## config.mk

```make
export PLATFORM = sky130hd
export DESIGN_NAME = gpio_bus_arbiter
export DESIGN_NICKNAME = d
export VERILOG_FILES = /design/src/rtl/gpio_bus_arbiter.sv
export SDC_FILE = /design/constraint.sdc
export NUM_CORES = 1
export LEC_CHECK = 0
export ABC_AREA = 1
export CORE_MARGIN = 10
export CORE_UTILIZATION = 29
export DETAILED_ROUTE_END_ITERATION = 8
export PLACE_DENSITY = 0.82
export SLEW_MARGIN = 5
export SYNTH_ARGS = -nofsm -noshare
export SYNTH_HDL_FRONTEND = slang
export SYNTH_SLANG_ARGS = --single-unit
```

## constraint.sdc

```tcl
create_clock -name clk -period 1.5 [get_ports clk]
set_input_delay 0.15 -clock clk [delete_from_list [all_inputs] [get_ports clk]]
set_output_delay 0.15 -clock clk [all_outputs]
set_load 0.01 [all_outputs]
```

## src/rtl/gpio_bus_arbiter.sv

```systemverilog
// Round-robin two-master arbiter for the GPIO peripheral register bus.
// Define GPIO_ARB_LOCK_EN to let the owner hold the bus for back-to-back accesses.
module gpio_bus_arbiter #(
  parameter int ADDR_W = 32,
  parameter int DATA_W = 32
) (
  input  logic              clk,
  input  logic              rst,
  input  logic              m0_req_i,
  input  logic              m0_we_i,
  input  logic [ADDR_W-1:0] m0_addr_i,
  input  logic [DATA_W-1:0] m0_data_i,
  input  logic              m0_lock_i,
  output logic              m0_gnt_o,
  output logic              m0_ack_o,
  output logic [DATA_W-1:0] m0_data_o,
  input  logic              m1_req_i,
  input  logic              m1_we_i,
  input  logic [ADDR_W-1:0] m1_addr_i,
  input  logic [DATA_W-1:0] m1_data_i,
  input  logic              m1_lock_i,
  output logic              m1_gnt_o,
  output logic              m1_ack_o,
  output logic [DATA_W-1:0] m1_data_o,
  output logic              s_we_o,
  output logic [ADDR_W-1:0] s_addr_o,
  output logic [DATA_W-1:0] s_data_o,
  input  logic [DATA_W-1:0] s_data_i
);

  typedef enum logic [1:0] {
    IDLE   = 2'd0,
    ACCESS = 2'd1,
    RESP   = 2'd2
  } state_t;

  state_t            state;
  logic              owner;
  logic              last;
  logic              sel;
  logic              hold;
  logic              in_access;
  logic [DATA_W-1:0] rdata_q;

  // On a tie the master that did not go last wins; otherwise the lone requester.
  assign sel = (m0_req_i && m1_req_i) ? ~last : m1_req_i;

`ifdef GPIO_ARB_LOCK_EN
  assign hold = owner ? (m1_lock_i & m1_req_i) : (m0_lock_i & m0_req_i);
`else
  logic unused_lock;
  assign unused_lock = m0_lock_i | m1_lock_i;
  assign hold        = 1'b0;
`endif

  always_ff @(posedge clk or negedge rst) begin
    if (!rst) begin
      state    <= IDLE;
      owner    <= 1'b0;
      last     <= 1'b1;
      rdata_q  <= '0;
      m0_gnt_o <= 1'b0;
      m1_gnt_o <= 1'b0;
      m0_ack_o <= 1'b0;
      m1_ack_o <= 1'b0;
    end else begin
      m0_ack_o <= 1'b0;
      m1_ack_o <= 1'b0;
      case (state)
        IDLE: begin
          if (m0_req_i || m1_req_i) begin
            owner    <= sel;
            m0_gnt_o <= ~sel;
            m1_gnt_o <= sel;
            state    <= ACCESS;
          end
        end
        ACCESS: begin
          rdata_q  <= s_data_i;
          last     <= owner;
          m0_ack_o <= ~owner;
          m1_ack_o <= owner;
          state    <= RESP;
        end
        RESP: begin
          if (hold) begin
            state <= ACCESS;
          end else begin
            m0_gnt_o <= 1'b0;
            m1_gnt_o <= 1'b0;
            state    <= IDLE;
          end
        end
        default: begin
          m0_gnt_o <= 1'b0;
          m1_gnt_o <= 1'b0;
          state    <= IDLE;
        end
      endcase
    end
  end

  // The slave bus is gated by state so reset kills a write enable immediately.
  assign in_access = (state == ACCESS);
  assign s_we_o    = in_access & (owner ? m1_we_i : m0_we_i);
  assign s_addr_o  = in_access ? (owner ? m1_addr_i : m0_addr_i) : '0;
  assign s_data_o  = in_access ? (owner ? m1_data_i : m0_data_i) : '0;

  assign m0_data_o = m0_ack_o ? rdata_q : '0;
  assign m1_data_o = m1_ack_o ? rdata_q : '0;

endmodule

```

==> run summary <==
status: finished with violations
failing checks: negative setup slack
crit-path cells: nor2_4 -> nand2_2 -> inv_4 -> buf_12 -> buf_12 -> buf_4 -> nand2_2 -> nand2_2 -> buf_6
gate count of the mapped netlist: 513
Fill cells: 810
P_leak: 3.94 nW
Mapped Area: 2850 um2
remaining global-route overflow: 0
slowest CP cell: dfrtp_2
r2r worst-path depth: 8
remaining antenna violation count: 0
Area growth, synth to finish: 129%
Total Wirelength: 18,200 um
Avg Inst Size Synth: 5.56 um2
synthesized flop and latch total: 40
Tot GR Track Use: 22.2%
VDD IR max: 704 uV
sw frac: 45.2%
worst endpoint required time: 1350 ps
worst skew pair latency: 290 ps
core area: 9680 um2
Sink Count: 40
Avg Vias per Cell: 4.59
Crit Path Max Fanout: 8
slowest stage delay, CP: 440 ps
fin crit share: 122%
clock tree buffer depth: 2
number of global-route vias before repair: 4,338
fmax: 0.546 GHz
Max Slew Vio Count: 0
Internal: 5.65 mW
largest family of logic cells by synthesized area: simple AND/OR/NAND/NOR gates
via count: 4,424
simple-gate share of the synthesized area: 50.0%
Worst Setup End Kind: output pin
Comb pwr share: 72.4%
Critical Path Start: state[1]
Initial Utilization: 29.5%
Post-Layout Cell Count: 964
# diodes: 0
WP buf/inv: 5
r2r startpoint: state[0]
Post-Synth Adder-Cell Area: 0%
Clock transition at path regs: 80 ps
register area share after synthesis: 35.1%
Inserted Clock Buffers: 5
dominant cell type by area after synthesis: nand2_1
pin count of the biggest net entering global routing: 35
power per cell area: 1570 nW/um2
std cell rows: 36
RSZ-0062 raised after global routing: yes
die height: 119 um
Final WS setup: -330 ps
synth top area cells: nand2_1, dfrtp_1, inv_1
Placed Cells: 928
Worst slew margin: 77.5%
cell mode on critical path: nand2_2
setup violators final: 65
final hold violations: 0
CP arrival: 1680 ps
io pins: 301
share of the synthesized area in the top cell type: 48.8%
Design Power: 10.3 mW
total of max-cap violations: 0
library cells used by synthesis: 14
CP Launch Type: register
Synth warnings: 0
minimum clock period: 1830 ps
multiplexer share of the synthesized area: 0%
global-route wire length before repair: 25,200 um
Die Area: 14,200 um2
initial antenna violation count: 0
worst clock skew: 5.00 ps
initial DRC count: 246
WP depth: 9
CTS root buffer: clkbuf_8
R2R setup slack: 90 ps
Port Buffers: 298
per-cell routed wire length: 18.9 um
Post-Synth XOR/XNOR Area: 0%
Final #Nets: 998
die width: 119 um
Post-DP HPWL: 13,000 um
DRC: 0
CTS tree: yes
# H-tree levels: 2
Setup Slack @ Placement: -311 ps
sw power: 4.65 mW
layout cells sized above 1: 26.1%
Synth Area in Compound Gates: 0%
Crit path max-delay family: buffers and inverters
clock power share: 7.1%
Worst Tran Pin Value: 338 ps
sequential cell fraction of total power: 20.4%
routability cong.: 0.925
critical setup path kind: register to output pin
1st-pass router iterations: 4
Mapped Nets: 681
final hold slack: 265 ps
Worst Hold Class: input pin to async pin
## sequential cells by signal, indices dropped and copies added, names as in the netlist
| signal | flops |
|---|---|
| m0_ack_o | 1 |
| state | 2 |
| m0_gnt_o | 1 |
| rdata_q | 32 |
| m1_ack_o | 1 |
| owner | 1 |
| m1_gnt_o | 1 |
| last | 1 |
## power by group through the flow
stage	combinational, mW	clock (mW)	sequential, mW
detailed placement	6.19	0	2.07
finish	7.47	0.732	2.11
global placement	6.04	0	2.05
floorplan	2.85	0	1.97
CTS	6.81	0.757	2.09
global route	8.01	0.819	2.17
## synth_stat cells, drive strengths merged
| cell type | count |
|---|---|
| nand2 | 372 |
| inv | 70 |
| dfrtp | 39 |
| buf | 19 |
| clkbuf | 7 |
| nor2 | 4 |
| dfstp | 1 |
| nand3 | 1 |
## what timing repair did
action,in CTS,in global routing
resized for setup,487,96
pin swaps,9,15
setup endpoints to repair,131,80
cloned,8,7
hold buffers,1,0
buffers inserted,9,4
endpoints found under the hold margin,10,0
## cell families (layout without fill, tap and decap cells)
family        Yosys count  in the layout
simple gates          377            377
buf+inv                96            414
flops                  40             40
## cell usage in the layout (no fill, tap or decap), drive strengths merged
cell type	synthesis	final
nand2	372	372
clkdlybuf4s50	0	166
buf	19	131
inv	70	70
dfrtp	39	39
clkdlybuf4s15	0	17
dlygate4sd2	0	15
clkbuf	7	12
nor2	4	4
clkinv	0	2
nand3	1	1
dlygate4sd3	0	1
dfstp	1	1
## worst paths after layout
path / endpoint
setup / recovery: s_data_o[14]
hold / removal: rdata_q[18]
setup reg to reg: m0_gnt_o
hold reg to reg: m1_gnt_o
max in group asynchronous: last
min in group clk: rdata_q[14]
## layer usage
layer / up-vias / share of wire (%) / track usage [%]
met5: - / 0 / 0
met4: 0 / 3.2 / 6.56
met3: 36 / 8.6 / 6.28
met2: 228 / 51 / 40.2
met1: 2067 / 37 / 24.5
li1: 2093 / - / -
## final cells by class
type / count / area, um2 / area share (%)
multi-input cells: 377 / 1660 / 25.3
clock buffers: 6 / 82.6 / 1.26
flip-flops and latches: 40 / 1010 / 15.4
repair buffers: 336 / 3360 / 51.3
clock inverters: 2 / 10.0 / 0.153
well taps: 133 / 166 / 2.54
inverters: 70 / 265 / 4.05
## through the flow
step,setup TNS (ps),util (%),area (um2)
after floorplan,0,-,2850
after global placement,-14340,61.9,5990
after detailed placement,-15930,61.9,5990
after CTS,-15210,64.5,6250
after global routing,-19920,67.6,6550
final,-14950,67.6,6550
No activity file was read; power rests on OpenSTA's default activity.
